File: config.mk
export PLATFORM = sky130hd
export DESIGN_NAME = bus_arbiter_flat
export DESIGN_NICKNAME = d
export VERILOG_FILES = /design/src/rtl/bus_arbiter_if.sv /design/src/rtl/bus_arbiter.sv /design/src/flat_wrapper.sv
export SDC_FILE = /design/constraint.sdc
export NUM_CORES = 1
export LEC_CHECK = 0
export ABC_CLOCK_PERIOD_IN_PS = 4300
export BUFFER_PORTS_ARGS = -buffer_cell sky130_fd_sc_hd__buf_2
export CORE_UTILIZATION = 44
export DETAILED_ROUTE_END_ITERATION = 8
export GPL_ROUTABILITY_DRIVEN = 0
export MAX_ROUTING_LAYER = met4
export PLACE_DENSITY = 0.76
export SYNTH_ARGS = -nofsm -noshare
export SYNTH_HDL_FRONTEND = slang
export SYNTH_SLANG_ARGS = --single-unit
File: constraint.sdc
create_clock -name clk -period 4.3 [get_ports clk]
set_input_delay 0.43 -clock clk [delete_from_list [all_inputs] [get_ports clk]]
set_output_delay 0.43 -clock clk [all_outputs]
set_load 0.02 [all_outputs]
File: src/rtl/bus_arbiter_if.sv
// ---------------------------------------------------------------------------
// bus_arbiter_if
//   Bundle of every non-clock signal around bus_arbiter: the instruction
//   fetch port, the load/store port and the shared bus side.
//
//   modport master : the arbiter's view. It takes requests and bus
//                    responses, and drives completions and bus commands.
//   modport slave  : the surrounding system's view, with every direction
//                    reversed (CPU ports plus bus target).
//
//   Fetch     : instr_req, instr_addr -> instr_data, instr_ready
//   Load/store: data_read, data_write, data_addr, data_wdata, data_sel
//               -> data_rdata, data_ready
//   Bus       : bus_addr, bus_wdata, bus_sel, bus_read, bus_write, bus_err
//               <- bus_rdata, bus_busy
// ---------------------------------------------------------------------------
interface bus_arbiter_if;
  logic        instr_req;
  logic [31:0] instr_addr;
  logic [31:0] instr_data;
  logic        instr_ready;

  logic        data_read;
  logic        data_write;
  logic [31:0] data_addr;
  logic [31:0] data_wdata;
  logic [3:0]  data_sel;
  logic [31:0] data_rdata;
  logic        data_ready;

  logic [31:0] bus_addr;
  logic [31:0] bus_wdata;
  logic [3:0]  bus_sel;
  logic        bus_read;
  logic        bus_write;
  logic [31:0] bus_rdata;
  logic        bus_busy;
  logic        bus_err;

  modport master (
    input  instr_req, instr_addr,
    input  data_read, data_write, data_addr, data_wdata, data_sel,
    input  bus_rdata, bus_busy,
    output instr_data, instr_ready,
    output data_rdata, data_ready,
    output bus_addr, bus_wdata, bus_sel, bus_read, bus_write, bus_err
  );

  modport slave (
    output instr_req, instr_addr,
    output data_read, data_write, data_addr, data_wdata, data_sel,
    output bus_rdata, bus_busy,
    input  instr_data, instr_ready,
    input  data_rdata, data_ready,
    input  bus_addr, bus_wdata, bus_sel, bus_read, bus_write, bus_err
  );
endinterface

File: src/rtl/bus_arbiter.sv
// ---------------------------------------------------------------------------
// bus_arbiter
//   Shares a single bus between an instruction-fetch port and a load/store
//   port. At most one transaction is in flight at a time.
//   The IDLE -> ISSUE -> WAIT sequence works as follows:
//     IDLE  : grant a request. Data beats fetch. A grant latches the owner,
//             the operation and the address/wdata/sel fields.
//     ISSUE : the bus_read or bus_write strobe is high for this one cycle.
//     WAIT  : hold while bus_busy is high. When busy drops, complete the
//             transaction. If busy stays high for MAX_WAIT cycles, end with
//             a timeout: ready with rdata=0, plus bus_err.
//   Every output is registered.
//
// Parameters
//   MAX_WAIT : number of busy cycles in WAIT before a timeout (1..255)
// Ports
//   clk : system clock, rising edge
//   rst : asynchronous active-high reset. Drops any in-flight transaction.
//   io  : bus_arbiter_if.master, carrying the request, completion and bus
//         signals
// ---------------------------------------------------------------------------
module bus_arbiter #(
  parameter int MAX_WAIT = 255
) (
  input  logic           clk,
  input  logic           rst,
  bus_arbiter_if.master  io
);

  typedef enum logic [1:0] {
    IDLE  = 2'd0,
    ISSUE = 2'd1,
    WAIT  = 2'd2
  } state_t;

  localparam logic [7:0] WAIT_LAST = 8'(MAX_WAIT - 1);

  state_t      state;
  logic [7:0]  wait_cnt;
  logic        own_data;   // 1: the load/store port owns the bus, 0: fetch
  logic        op_write;   // latched operation; a store leaves data_rdata alone

  logic [31:0] addr_q;
  logic [31:0] wdata_q;
  logic [3:0]  sel_q;
  logic        bus_read_q;
  logic        bus_write_q;
  logic        bus_err_q;
  logic [31:0] instr_data_q;
  logic        instr_ready_q;
  logic [31:0] data_rdata_q;
  logic        data_ready_q;

  // A requester keeps its request high through the cycle its ready is high.
  // The request is masked during that cycle, so it is not served twice.
  logic data_go;
  logic instr_go;
  assign data_go  = (io.data_read | io.data_write) & ~data_ready_q;
  assign instr_go = io.instr_req & ~instr_ready_q;

  always_ff @(posedge clk or posedge rst) begin
    if (rst) begin
      state         <= IDLE;
      wait_cnt      <= 8'd0;
      own_data      <= 1'b0;
      op_write      <= 1'b0;
      addr_q        <= 32'd0;
      wdata_q       <= 32'd0;
      sel_q         <= 4'd0;
      bus_read_q    <= 1'b0;
      bus_write_q   <= 1'b0;
      bus_err_q     <= 1'b0;
      instr_data_q  <= 32'd0;
      instr_ready_q <= 1'b0;
      data_rdata_q  <= 32'd0;
      data_ready_q  <= 1'b0;
    end else begin
      // Strobes and pulses default low, so none can last two cycles.
      bus_read_q    <= 1'b0;
      bus_write_q   <= 1'b0;
      bus_err_q     <= 1'b0;
      instr_ready_q <= 1'b0;
      data_ready_q  <= 1'b0;

      unique case (state)
        IDLE: begin
          if (data_go) begin
            // If read and write are both high, the request is a write.
            own_data    <= 1'b1;
            op_write    <= io.data_write;
            addr_q      <= io.data_addr;
            wdata_q     <= io.data_wdata;
            sel_q       <= io.data_sel;
            bus_write_q <= io.data_write;
            bus_read_q  <= ~io.data_write;
            state       <= ISSUE;
          end else if (instr_go) begin
            own_data    <= 1'b0;
            op_write    <= 1'b0;
            addr_q      <= io.instr_addr;
            wdata_q     <= 32'd0;
            sel_q       <= 4'hF;
            bus_read_q  <= 1'b1;
            state       <= ISSUE;
          end
        end

        // The strobe raised at grant is visible during this one cycle.
        ISSUE: begin
          wait_cnt <= 8'd0;
          state    <= WAIT;
        end

        WAIT: begin
          if (!io.bus_busy) begin
            if (own_data) begin
              data_ready_q <= 1'b1;
              if (!op_write) data_rdata_q <= io.bus_rdata;
            end else begin
              instr_ready_q <= 1'b1;
              instr_data_q  <= io.bus_rdata;
            end
            state <= IDLE;
          end else if (wait_cnt == WAIT_LAST) begin
            // This is the MAX_WAIT-th busy cycle, so give up on the bus.
            bus_err_q <= 1'b1;
            if (own_data) begin
              data_ready_q <= 1'b1;
              data_rdata_q <= 32'd0;
            end else begin
              instr_ready_q <= 1'b1;
              instr_data_q  <= 32'd0;
            end
            state <= IDLE;
          end else begin
            wait_cnt <= wait_cnt + 8'd1;
          end
        end

        default: state <= IDLE;
      endcase
    end
  end

  assign io.bus_addr    = addr_q;
  assign io.bus_wdata   = wdata_q;
  assign io.bus_sel     = sel_q;
  assign io.bus_read    = bus_read_q;
  assign io.bus_write   = bus_write_q;
  assign io.bus_err     = bus_err_q;
  assign io.instr_data  = instr_data_q;
  assign io.instr_ready = instr_ready_q;
  assign io.data_rdata  = data_rdata_q;
  assign io.data_ready  = data_ready_q;

endmodule

File: src/flat_wrapper.sv
// flat-port wrapper written by rule: the top's interface ports become plain ports
module bus_arbiter_flat 
#(
  parameter int MAX_WAIT = 255
)
  (clk, rst, io_instr_req, io_instr_addr, io_data_read, io_data_write, io_data_addr, io_data_wdata, io_data_sel, io_bus_rdata, io_bus_busy, io_instr_data, io_instr_ready, io_data_rdata, io_data_ready, io_bus_addr, io_bus_wdata, io_bus_sel, io_bus_read, io_bus_write, io_bus_err);
  bus_arbiter_if io_i ();
  input  logic clk;
  input  logic rst;
  input wire logic [$bits(io_i.instr_req)-1:0] io_instr_req;
  input wire logic [$bits(io_i.instr_addr)-1:0] io_instr_addr;
  input wire logic [$bits(io_i.data_read)-1:0] io_data_read;
  input wire logic [$bits(io_i.data_write)-1:0] io_data_write;
  input wire logic [$bits(io_i.data_addr)-1:0] io_data_addr;
  input wire logic [$bits(io_i.data_wdata)-1:0] io_data_wdata;
  input wire logic [$bits(io_i.data_sel)-1:0] io_data_sel;
  input wire logic [$bits(io_i.bus_rdata)-1:0] io_bus_rdata;
  input wire logic [$bits(io_i.bus_busy)-1:0] io_bus_busy;
  output wire logic [$bits(io_i.instr_data)-1:0] io_instr_data;
  output wire logic [$bits(io_i.instr_ready)-1:0] io_instr_ready;
  output wire logic [$bits(io_i.data_rdata)-1:0] io_data_rdata;
  output wire logic [$bits(io_i.data_ready)-1:0] io_data_ready;
  output wire logic [$bits(io_i.bus_addr)-1:0] io_bus_addr;
  output wire logic [$bits(io_i.bus_wdata)-1:0] io_bus_wdata;
  output wire logic [$bits(io_i.bus_sel)-1:0] io_bus_sel;
  output wire logic [$bits(io_i.bus_read)-1:0] io_bus_read;
  output wire logic [$bits(io_i.bus_write)-1:0] io_bus_write;
  output wire logic [$bits(io_i.bus_err)-1:0] io_bus_err;
  assign io_i.instr_req = io_instr_req;
  assign io_i.instr_addr = io_instr_addr;
  assign io_i.data_read = io_data_read;
  assign io_i.data_write = io_data_write;
  assign io_i.data_addr = io_data_addr;
  assign io_i.data_wdata = io_data_wdata;
  assign io_i.data_sel = io_data_sel;
  assign io_i.bus_rdata = io_bus_rdata;
  assign io_i.bus_busy = io_bus_busy;
  assign io_instr_data = io_i.instr_data;
  assign io_instr_ready = io_i.instr_ready;
  assign io_data_rdata = io_i.data_rdata;
  assign io_data_ready = io_i.data_ready;
  assign io_bus_addr = io_i.bus_addr;
  assign io_bus_wdata = io_i.bus_wdata;
  assign io_bus_sel = io_i.bus_sel;
  assign io_bus_read = io_i.bus_read;
  assign io_bus_write = io_i.bus_write;
  assign io_bus_err = io_i.bus_err;
  bus_arbiter #(.MAX_WAIT(MAX_WAIT)) u_core (.clk(clk), .rst(rst), .io(io_i));
endmodule
Yosys cells after proc, flatten, opt, wreduce, memory -nomap -nowiden
Cells that the tools add are included.
{ "totals": {"latch_bits": 0, "in_bits": 138, "mem_bits_ro": 0, "reg_bits": 149, "elab_cells": 84, "mem_bits_rw": 0, "out_inout_bits": 137, "n_memories": 0} }
{ "classes": {"muxes": 42, "n_addsub": 1, "eq_ne": 12, "order_cmp": 0, "mul": 0, "reduce_logical": 9, "div": 0, "n_shift": 0, "bitwise": 6} }
{ "ops": {"columns": ["operator", "n"], "rows": [
  ["$mux W32", 13],
  ["$mux W1", 19],
  ["$mux W8", 2],
  ["$pmux W8 S2", 1],
  ["$ne A2 B2 Y1 const B", 5],
  ["$add A8 B1 Y8 const B", 1],
  ["$eq A8 B8 Y1 const B", 1],
  ["$mux W2", 4],
  ["$mux W4", 2],
  ["$pmux W2 S3", 1],
  ["$reduce_bool A2 Y1", 3],
  ["$reduce_and A5 Y1", 1],
  ["$ne A2 B1 Y1 const B", 2],
  ["$reduce_and A2 Y1", 2],
  ["$reduce_and A4 Y1", 1],
  ["$ne A3 B1 Y1 const B", 1],
  ["$ne A3 B2 Y1 const B", 1],
  ["$not A1 Y1", 3],
  ["$reduce_and A3 Y1", 1],
  ["$and A1 B1 Y1", 2],
  ["$eq A2 B1 Y1 const B", 1],
  ["$eq A2 B2 Y1 const B", 1],
  ["$logic_not A2 Y1", 1],
  ["$or A1 B1 Y1", 1]
]} }

Logic depth before layout (Yosys ltp)
Gate-level depths: netlist (run 1).
{ "depth": {"word_depth": 5, "depth_mapped": 7, "mapped_depth_nobuf": 5} }

Least setup slack after synthesis (run 1)
OpenSTA, ideal clock, no wires.
{ "synth_timing": {"kind": "flip-flop to flip-flop", "start": "register u_core.data_ready_q (netlist: u_core.io.data_ready)", "end": "register u_core.addr_q[4] (netlist: u_core.io.bus_addr[4])", "arrival_ns": 1.648, "stages_incl_launch_ff": 6, "synth_period_minus_slack_ns": 1.773, "slack_ns": 2.527, "setup_time_ns": 0.125, "path_cell_list": "dfrtp_1 > o21ba_2 > buf_2 > buf_2 > mux2_2 > mux2_2"} }
{ "synth_via": {"elab_chain_len": 4} }
{ "synth_lines": {"columns": ["element", "line", "source"], "rows": [
  ["start: declaration", "bus_arbiter.sv:52", "logic data_ready_q;"],
  ["start signal: assignment", "bus_arbiter.sv:76", "data_ready_q <= 1'b0;"],
  ["start signal: assignment", "bus_arbiter.sv:83", "data_ready_q <= 1'b0;"],
  ["start signal: assignment", "bus_arbiter.sv:117", "data_ready_q <= 1'b1;"],
  ["$not A1 Y1 *", "bus_arbiter.sv:58", "assign data_go = (io.data_read | io.data_write) & ~data_ready_q;"],
  ["$and A1 B1 Y1 *", "bus_arbiter.sv:58", null],
  ["$reduce_bool A2 Y1 (no line)", null, null],
  ["$reduce_and A2 Y1 (no line)", null, null],
  ["end signal: assignment", "bus_arbiter.sv:91", "addr_q <= io.data_addr;"],
  ["end signal: assignment", "bus_arbiter.sv:100", "addr_q <= io.instr_addr;"],
  ["end: declaration", "bus_arbiter.sv:43", "logic [31:0] addr_q;"]
]} }
Mark *: on every way between the ends. The rest lies on a longest branch, timed or not.
A chain may end at the register's enable or synchronous reset.

Worst setup path after layout (run 1)
{ "layout_timing": {"start": "register u_core.state[0]", "end": "register u_core.wdata_q[24] (netlist: u_core.io.bus_wdata[24])"} }
{ "layout_via": {"elab_chain_len": 2} }
{ "layout_lines": {"columns": ["element", "line", "source"], "rows": [
  ["start: declaration", "bus_arbiter.sv:38", "state_t state;"],
  ["start signal: assignment", "bus_arbiter.sv:63", "state <= IDLE;"],
  ["start signal: assignment", "bus_arbiter.sv:96", "state <= ISSUE;"],
  ["start signal: assignment", "bus_arbiter.sv:104", "state <= ISSUE;"],
  ["$logic_not A2 Y1", "bus_arbiter.sv:85", "unique case (state)"],
  ["$reduce_and A2 Y1 (no line)", null, null],
  ["end signal: assignment", "bus_arbiter.sv:92", "wdata_q <= io.data_wdata;"],
  ["end: declaration", "bus_arbiter.sv:44", "logic [31:0] wdata_q;"]
]} }
Every way passes these cells.

==> results by group, run 1 <==
Setup path
  – WS Path Type: reg2reg
  – Critical Path RT: 4.54 ns
  – Setup crit end kind: flip-flop
  – Worst path slowest cell: and2_1
  – CP peak stage delay: between 0.9 and 1 ns
  – Worst-path cell chain: nor2_2 -> buf_4 -> and2_1 -> o21ai_0
  – WP buf/inv: 1
  – Delay-heaviest family, CP: simple AND/OR/NAND/NOR gates
  – CP startpoint kind: flip-flop
  – Arrival @ worst endpoint: 2.62 ns
  – Critical path fanouts, max: 39

Pwr
  – PD cells: 726 mW/mm²
  – Power, Total: 6.54 mW
  – Max VDD drop: slightly below 0.4 mV
  – LEAKAGE: 4.17 nW

Cells and area
  – Share of layout cells above drive strength 1: a little over two fifths
  – Nets@finish: 1019
  – Area growth, synth to finish: 28.6%
  – Fin cells: 1109

GRT
  – Initial antenna violation count: 6
  – Vias in the first global route: 5865
  – Largest net degree at the start of global routing: 150
  – First-pass GRT wire length: 29900 µm
  – Grt ovf: 0
  – Total GRT Usage: 24.0%

Synth
  – Warning count from the yosys run: 0
  – Top cells by area, synth: dfrtp_1 (53%), mux2_2 (9.3%), o211ai_1 (7.1%)
  – Synthesized netlist cell count: 637
  – Post-synthesis adder-cell area fraction: less than 1%
  – Syn Area/Cell: 11.0 µm²
  – Xor/xnor share of the synthesized area: less than 1%
  – Mapped Area: around 0.0070 mm²
  – EDFF count, synth: 0
  – Post-synthesis mux area share: a little over a tenth
  – Simple-gate share of the synthesized area: 10.5%
  – Largest family of logic cells by synthesized area: compound AO/OA/AOI/OAI gates
  – Post-synth top area share: between 50 and 60%
  – Post-synth top flop: dfrtp_1
  – Yosys top cell by area: dfrtp_1
  – Post-synthesis sequential area ratio: 53.2%
  – Syn Nets: ~780
  – Post-synth ARST share: 100%
  – #FFs+latches synth: 149
  – Compound-gate portion of the synthesized area: 18.5%
  – Synth cell types: between 40 and 50

Timing
  – Highest clock rate: 419 MHz
  – Setup Viol. Count Final: 0
  – Relative slew slack: roughly 15%
  – Post-route setup TNS: 0 ns
  – Tmin final: between 2 and 2.5 ns
  – Max Clock Skew: 0.00819 ns
  – Worst Tran Pin Value: about 1.3 ns
  – RSZ-0062 raised after global routing: no
  – Final Hold Vio Count: 0
  – Post-route clock period utilization: 55.5%
  – Final Max Tran Viols: 0

Drt
  – Drt first-iter violations: approximately 380
  – Routed WL: around 19000 µm
  – Post-route antenna net violation count: 0
  – # DRC: 0
  – First-pass DRT Iterations: 4
  – Total number of vias: roughly 6.0k
  – Vias per std cell: ~5.4
  – WL/cell: 16.7 µm

Die
  – Core area: 0.0154 mm²
  – Die X: about 130 µm
  – Die ar.: 0.0164 mm²
  – Starting Density: 45.6%
  – Die Y: 128 µm
  – Core Rows: 45
  – Top-Level Pins: 275

Clock tree
  – Count of clock tree sinks: roughly 150
  – CTS Buffer Depth: 2
  – Worst-path clk slew: 0.06 ns
  – CTS Hold Bufs: 0
  – H-tree levels: 4
  – Buffer count from post-CTS setup fixing: 0
  – Cts bufs inserted: 17
  – Post-cts resize count: 0
  – Clk root buf: clkbuf_16
  – Latest clock arrival within the worst-skew pair: between 0.4 and 0.5 ns
  – TritonCTS clock tree: done

Placed design
  – Input/output buffers: 274
  – Detailed Place HPWL: 12300 µm
  – Inst Count DP: 1071

Min path
  – Worst hold path class: in2async

Job
  – Max Cap Viol: 0

Run status
  – Status: finished clean
[kinds of logic (layout without fill, tap and decap cells)]
family / count (synthesis) / count (layout)
buffers and inverters: 95 / 350
xor gates and xnor gates: 1 / 1
other: 0 / 6
AOI/OAI and AO/OA: 179 / 179
adders and majority gates: 2 / 2
and+or+nand+nor: 143 / 143
DFF: 149 / 149
muxes: 68 / 68
[report_power, final]
| group | leakage [nW] | internal, mW | switching, mW |
|---|---|---|---|
| sequential | 1.64 | 1.94 | 0.349 |
| combinational | 2.25 | 1.10 | 1.70 |
| clock | 0.280 | 0.863 | 0.599 |
| total | 4.17 | 3.89 | 2.65 |
[layout make-up]
cell class              count  area [µm²]
fillers                  1335        6360
repair buffers            282        1440
flip-flops and latches    149        3730
multi-input cells         393        2840
diodes                      6        15.0
clock buffers              19         433
well taps                 211         264
inverters                  36         139
clock inverters            13         149
[cell usage after synthesis, types with 2 or more instances]
cell and instances:
dfrtp_1 149, ha_1 2, buf_6 6, buf_8 3, and3_1 2, a22o_1 32, nor2_1 8, inv_1 36
a21o_1 34, o21ai_0 36, mux2_2 58, mux2i_1 4, buf_1 7, and3b_1 2, nand2b_1 2, nand3_1 70
clkbuf_1 28, o21ai_1 3, o211ai_1 66, mux2_1 6, nand4_1 2, nor4b_1 2, and4_1 2, buf_2 14
nand2_1 41, or4_1 2
[cell usage in the layout, fill, tap and decap left out, drive strengths merged, types with 3 or more instances in the layout]
master / instances
clkinv: 6
inv: 38
a22o: 32
a21o: 34
clkinvlp: 3
o211ai: 66
o21ai: 39
nand3: 70
nor4b: 4
mux2: 64
dfrtp: 149
buf: 282
mux2i: 4
diode: 6
nor2: 8
nand2: 41
clkbuf: 19
[through the flow]
stage | util [%] | setup WS, ns | hold WS, ns | area, µm²
final | 58.6 | 1.91 | 0.163 | 9010
after detailed placement | 54.8 | 1.87 | 0.481 | 8420
after floorplan | - | 2.00 | 0.464 | 7020
after global routing | 58.6 | 1.60 | 0.199 | 9010
after CTS | 58.5 | 1.85 | 0.190 | 9000
after global placement | 54.8 | 1.95 | 0.471 | 8420
[path summary, 6_finish.rpt]
path | startpoint | slack, ns | cells after the start | end
max | u_core.state[0] | 1.91 | 4 | u_core.io.bus_wdata[24]
min | rst | 0.16 | 3 | u_core.io.data_rdata[29]
max reg2reg | u_core.state[0] | 1.91 | 4 | u_core.io.bus_wdata[24]
min reg2reg | u_core.io.bus_addr[12] | 0.49 | 1 | u_core.io.bus_addr[12]
max in group asynchronous | rst | 3.41 | 3 | u_core.io.instr_data[10]
min in group clk | io_data_write | 0.22 | 2 | u_core.io.bus_read
[worst min-delay path, delay by kind of cell]
kind                   cells  cell delay [ns]
buffers and inverters      3             0.66
[sequential cells by signal, indices dropped and copies added (netlist names), 2 cells and up]
name / cells
u_core.io.bus_sel: 4
u_core.io.bus_addr: 32
u_core.wait_cnt: 8
u_core.io.data_rdata: 32
u_core.io.bus_wdata: 32
u_core.io.instr_data: 32
u_core.state: 2
[layer usage]
metal | track usage [%] | vias to the layer above | share of wire, %
li1 | - | 2803 | -
met1 | 30.4 | 2913 | 43
met2 | 36.3 | 199 | 49
met3 | 5.51 | 38 | 5.4
met4 | 11.5 | 0 | 2.7
met5 | - | - | 0
Note: power is estimated with default switching activity, not from simulation.
==> run 2, diff against run 1 <==
- ABC_CLOCK_PERIOD_IN_PS: 4300 -> 1960
- clock period: 4.3 -> 1.96 ns (I/O delays scaled with it)
==> run 2 against run 1 <==
Against the previous run: cell area increased by 4.3%; routed wire length is 1.0% higher; utilization up 2.5 points; hold slack lost 0.15 ns; clock power rose by 150%; total power is 130% higher; global-route usage barely moved; clock-buffer cell count down 1; highest routed layer unchanged.
==> results by group, run 2 (same netlist as run 1, synthesis figures left out) <==
Run status
  – Status: finished clean

Cells and area
  – Area growth, synth to finish: 34.0%
  – Nets@finish: 1044 (+2.5%)
  – Area of the multi-input gates: 0.00284 mm² (unchanged)
  – Util after Layout: 61.1% (+2.5 points)
  – Commonest non-fill, non-tap cell in the layout: buf_2
  – Share of layout cells above drive strength 1: 43.3% (+0.69 points)
  – Filler cell count: 1324 (-0.82%)
  – Commonest non-fill, non-tap cells in the layout: buf_2 (274), dfrtp_1 (149), nand3_1 (70)
  – Register Area: 0.00373 mm² (unchanged)

GRT
  – First-pass GRT wire length: 30000 µm (+0.32%)
  – Grt ovf: 0 (unchanged)
  – Total GRT Usage: 24.0% (-0.029 points)
  – Vias in the first global route: 5878 (+0.22%)
  – Largest net degree at the start of global routing: 55 (-63%)
  – Initial antenna violation count: 2 (-4)

Timing
  – Worst Tran Pin Value: 0.680 ns (-0.601 ns)
  – Highest clock rate: 563 MHz (+34%)
  – Relative slew slack: 54.7% (+40 points)
  – Post-route setup TNS: 0 ns (unchanged)
  – Setup Viol. Count Final: 0 (unchanged)
  – Post-route clock period utilization: 90.6% (+35 points)
  – Final Hold Vio Count: 0 (unchanged)
  – Max Clock Skew: 0.0120 ns (+0.00381 ns)
  – Tmin final: 1.78 ns (-0.611 ns)
  – RSZ-0062 raised after global routing: no
  – Final Max Tran Viols: 0 (unchanged)

Pwr
  – LEAKAGE: 4.36 nW (+4.6%)
  – Max VDD drop: 0.750 mV (+93%)
  – PD cells: 1600 mW/mm² (+120%)
  – Power, Total: 15.1 mW (+130%)

Die
  – Die Y: 128 µm (unchanged)
  – Core Rows: 45 (unchanged)
  – Die X: 128 µm (unchanged)
  – Starting Density: 45.6% (unchanged)
  – Top-Level Pins: 275 (unchanged)
  – Die ar.: 0.0164 mm² (unchanged)
  – Core area: 0.0154 mm² (unchanged)

Clock tree
  – Cts bufs inserted: 17 (unchanged)
  – Latest clock arrival within the worst-skew pair: 0.42 ns (about the same)
  – TritonCTS clock tree: done
  – Clk root buf: clkbuf_16
  – Count of clock tree sinks: 149 (unchanged)
  – CTS Buffer Depth: 2 (unchanged)
  – Post-cts resize count: 0 (unchanged)
  – Worst-path clk slew: 0.06 ns (about the same)
  – H-tree levels: 4 (unchanged)

Setup path
  – Worst-path cell chain: inv_1 -> ha_1 -> nand4_1 -> o21a_1 -> buf_4 -> a21o_1
  – Delay-heaviest family, CP: compound AO/OA/AOI/OAI gates
  – Worst path slowest cell: dfrtp_1
  – CP startpoint kind: flip-flop
  – WS Path Type: reg2reg
  – RR Endpoint: u_core.io.instr_data[11]
  – FF-to-FF Start: u_core.wait_cnt[0]
  – Setup crit end kind: flip-flop
  – WP buf/inv: 2 (+1)
  – Arrival @ worst endpoint: 2.08 ns (-0.54 ns)
  – Worst R2R Path Depth: 6 (+2)
  – Critical path fanouts, max: 34 (-13%)
  – Reg2Reg Setup Slack: 0.18 ns (-1.73 ns)
  – Critical Path RT: 2.26 ns (-2.28 ns)
  – CP peak stage delay: 0.43 ns (-0.50 ns)

Job
  – Max Cap Viol: 0 (unchanged)

Min path
  – Hold wc startpoint: io_data_wdata[30]
  – WHS Path Cells: 3
  – Worst hold path class: in2reg
  – Hold path endpoint: u_core.io.bus_wdata[30]

Drt
  – Vias per std cell: 5.32 (-0.95%)
  – Post-route antenna net violation count: 0 (unchanged)
  – WL/cell: 16.6 µm (-0.84%)
  – Total number of vias: 6008 (+0.92%)
  – Drt first-iter violations: 344 (-9.2%)
  – Routed WL: 18700 µm (+1.0%)
  – # DRC: 0 (unchanged)
  – First-pass DRT Iterations: 4 (unchanged)

Placed design
  – Input/output buffers: 274 (unchanged)
  – Detailed Place HPWL: 12800 µm (+3.9%)
-- run 2: stage by stage --
stage,cell area [µm²],std cells,hold slack (ns),setup slack [ns]
final,9400,1130,0.00842,0.185
after global routing,9400,1130,0.00509,0.0421
after CTS,9390,1128,0.000114,0.177
after detailed placement,8630,1086,0.257,0.190
after global placement,8630,1086,0.255,0.263
after floorplan,7020,637,0.281,-0.111
-- run 2: worst max path at each step --
stage          slack (ns)                        to  cells past startpoint          startpoint
2_1_floorplan       -0.11     u_core.io.bus_addr[0]                      1                 rst
3_3_place_gp         0.26  u_core.io.instr_data[25]                      6  u_core.wait_cnt[0]
3_5_place_dp         0.19  u_core.io.instr_data[11]                      6  u_core.wait_cnt[0]
4_1_cts              0.18  u_core.io.instr_data[11]                      6  u_core.wait_cnt[0]
5_1_grt              0.04  u_core.io.instr_data[11]                      6  u_core.wait_cnt[0]
6_report             0.18  u_core.io.instr_data[11]                      6  u_core.wait_cnt[0]
-- run 2: timing repair --
item	4_1_cts	5_1_grt
hold buffers	10	0
hold endpoints to repair	25	0
buffers inserted	0	0
-- run 2: cell type report --
type	instances	share of cell area (%)
flip-flops and latches	149	39.7
multi-input cells	393	30.2
inverters	36	1.48
clock inverters	14	2.40
well taps	211	2.81
diodes	2	0.0532
clock buffers	18	4.67
repair buffers	307	18.7
-- run 2: tightest hold or removal path, cell delays in order --
cell and delay, ns:
buf_2 0.07, nand3_1 0.05, o21ai_0 0.07
-- run 2: routing by layer --
layer | GRT usage (%) | part of all wire [%] | vias up
met2 | 37.8 | 50 | 190
met1 | 30.4 | 44 | 2943
li1 | - | - | 2848
met3 | 5.43 | 5.0 | 27
met5 | - | 0 | -
met4 | 8.24 | 1.6 | 0
-- run 2: where the power goes --
part	switching, mW	total, mW	internal (mW)
sequential	0.747	4.99	4.25
combinational	3.81	6.45	2.64
clock	1.32	3.64	2.31
total	5.88	15.1	9.20
==> run 3, diff against run 2 <==
- CORE_UTILIZATION: 44 -> 25
- HOLD_SLACK_MARGIN: default -> 0.05
- PLACE_DENSITY: 0.76 -> default
==> run 3 against run 2 <==
Against the previous run: hold slack better by 0.058 ns; sequential share of layout area is 2.3 points lower; critical endpoint is now u_core.io.bus_addr[8]; fmax increased by 1.0%; utilization is 25 points lower; final cell count rose by 18%; flip-flop and latch count is the same; worst setup slack better by 0.018 ns; non-clock buffer count is 45 higher.
==> results by group, run 3 (same netlist as run 1, synthesis figures left out) <==
Timing
  – Max Clock Skew: 0.0137 ns (+0.00174 ns)
  – Highest clock rate: 569 MHz (+1.0%)
  – Final Hold Vio Count: 0 (unchanged)
  – Tmin final: 1.76 ns (-0.0176 ns)
  – Worst hold margin: 0.0660 ns (+0.0576 ns)
  – Setup Viol. Count Final: 0 (unchanged)
  – Final setup margin: 0.202 ns (+0.0176 ns)
  – Final Max Tran Viols: 0 (unchanged)
  – RSZ-0062 raised after global routing: no
  – Worst Tran Pin Value: 0.667 ns (-0.0134 ns)
  – Relative slew slack: 55.6% (+0.89 points)
  – Post-route clock period utilization: 89.7% (-0.90 points)

Placed design
  – Detailed Place HPWL: 14100 µm (+9.9%)
  – Input/output buffers: 274 (unchanged)
  – Dpl ws: 0.209 ns (+0.0187 ns)
  – Inst Count DP: 1244 (+15%)

Setup path
  – Worst path slowest cell: dlygate4sd3_1
  – Arrival @ worst endpoint: 2.05 ns (-0.03 ns)
  – Critical Path RT: 2.25 ns (about the same)
  – Critical path fanouts, max: 35 (+2.9%)
  – WS Path Type: in2reg
  – Setup crit end kind: flip-flop
  – CP peak stage delay: 0.55 ns (+0.12 ns)
  – Worst-path cell chain: dlygate4sd3_1 -> buf_2 -> o21ba_2 -> buf_4 -> a21oi_4 -> buf_12 -> mux2_2
  – CP startpoint kind: input port

Pwr
  – LEAKAGE: 4.50 nW (+3.2%)
  – Power, Total: 14.9 mW (-1.3%)
  – Clk pwr share: 22.5% (-1.6 points)
  – Max VDD drop: 0.533 mV (-29%)
  – Internal: 8.84 mW (-4.0%)
  – Switching power: 6.05 mW (+2.8%)
  – Seq pwr share: 33.4% (+0.3 points)
  – PD cells: 1490 mW/mm² (-7.0%)
  – Combinational power share: 44.1% (+1.3 points)
  – Sw frac: 40.6% (+1.6 points)

Clock tree
  – TritonCTS clock tree: done
  – Count of clock tree sinks: 149 (unchanged)
  – Buffer count from post-CTS setup fixing: 0 (unchanged)
  – Latest clock arrival within the worst-skew pair: 0.41 ns (about the same)
  – Clk root buf: clkbuf_16
  – Cts bufs inserted: 17 (unchanged)
  – Worst-path clk slew: 0.07 ns (about the same)
  – CTS Buffer Depth: 2 (unchanged)
  – H-tree levels: 4 (unchanged)

Cells and area
  – Nets@finish: 1089 (+4.3%)
  – Area growth, synth to finish: 42.3%
  – Fin cells: 1336 (+18%)
  – Util after Layout: 36.6% (-25 points)
  – Commonest non-fill, non-tap cells in the layout: buf_2 (274), dfrtp_1 (149), nand3_1 (70)
  – Share of layout cells above drive strength 1: 40.9% (-2.4 points)
  – Commonest non-fill, non-tap cell in the layout: buf_2

Drt
  – WL/cell: 15.6 µm (-5.7%)
  – Routed WL: 20900 µm (+11%)
  – First-pass DRT Iterations: 5 (+1)
  – Drt first-iter violations: 441 (+28%)
  – Vias per std cell: 4.58 (-14%)
  – # DRC: 0 (unchanged)
  – Total number of vias: 6125 (+1.9%)
  – Post-route antenna net violation count: 0 (unchanged)

GRT
  – Largest net degree at the start of global routing: 93 (+69%)
  – First-pass GRT wire length: 33300 µm (+11%)
  – Total GRT Usage: 15.2% (-8.8 points)
  – Vias in the first global route: 6177 (+5.1%)
  – Grt ovf: 0 (unchanged)
  – Initial antenna violation count: 2 (unchanged)

Die
  – Die ar.: 0.0287 mm² (+75%)
  – Die Y: 169 µm (+32%)
  – Core area: 0.0273 mm² (+77%)
  – Starting Density: 25.7% (-20 points)
  – Top-Level Pins: 275 (unchanged)
  – Die X: 169 µm (+32%)
  – Core Rows: 60 (+33%)

Job
  – Max Cap Viol: 0 (unchanged)

Min path
  – Worst hold path class: in2reg

Run status
  – Status: finished clean
[run 3: power groups by stage]
stage	Combinational, mW	Sequential [mW]	Clock [mW]
finish	6.56	4.97	3.35
CTS	6.64	4.97	3.46
detailed placement	6.55	5.02	0
global placement	6.46	4.97	0
global route	7.13	5.14	3.58
floorplan	3.11	6.30	0
[run 3: path summary, 6_finish.rpt]
| kind | from | to | slack [ns] | cells after the start |
|---|---|---|---|---|
| min | io_bus_rdata[22] | u_core.io.data_rdata[22] | 0.07 | 3 |
| max reg2reg | u_core.state[1] | u_core.io.instr_data[27] | 0.22 | 4 |
| min reg2reg | u_core.io.bus_addr[9] | u_core.io.bus_addr[9] | 0.49 | 1 |
| max | io_data_write | u_core.io.bus_addr[8] | 0.20 | 7 |
| min in group asynchronous | rst | u_core.io.data_rdata[30] | 0.45 | 4 |
| max in group asynchronous | rst | u_core.op_write | 1.01 | 4 |
[run 3: timing repair]
action,CTS,global route
hold buffers,58,0
hold endpoints to repair,206,0
setup endpoints to repair,0,1
resized for setup,0,1
[run 3: cell type report]
| cell class | instances | area, µm² |
|---|---|---|
| clock buffers | 18 | 429 |
| inverters | 36 | 139 |
| repair buffers | 352 | 2210 |
| clock inverters | 14 | 163 |
| fillers | 2729 | 17300 |
| multi-input cells | 393 | 2840 |
| flip-flops and latches | 149 | 3730 |
| diodes | 2 | 5.00 |
| well taps | 372 | 465 |
[run 3: through the flow]
stage          TNS (ns)  area [µm²]
2_1_floorplan    -16.54        7020
3_3_place_gp          0        8800
3_5_place_dp          0        8800
4_1_cts               0        9970
5_1_grt               0        9980
6_report              0        9980
[run 3: metal layers]
metal | vias to the layer above | wire length (µm) | global-route usage [%]
met3 | 29 | 1130 | 3.71
met2 | 177 | 9860 | 23.7
met5 | - | 0 | -
met1 | 2977 | 9380 | 18.8
met4 | 0 | 519 | 6.03
li1 | 2942 | - | -
[run 3: worst max-delay path: cells and delay by family]
kind / cells / cell delay [ns]
buffers and inverters: 4 / 1.08
AOI/OAI and AO/OA: 2 / 0.38
muxes: 1 / 0.36
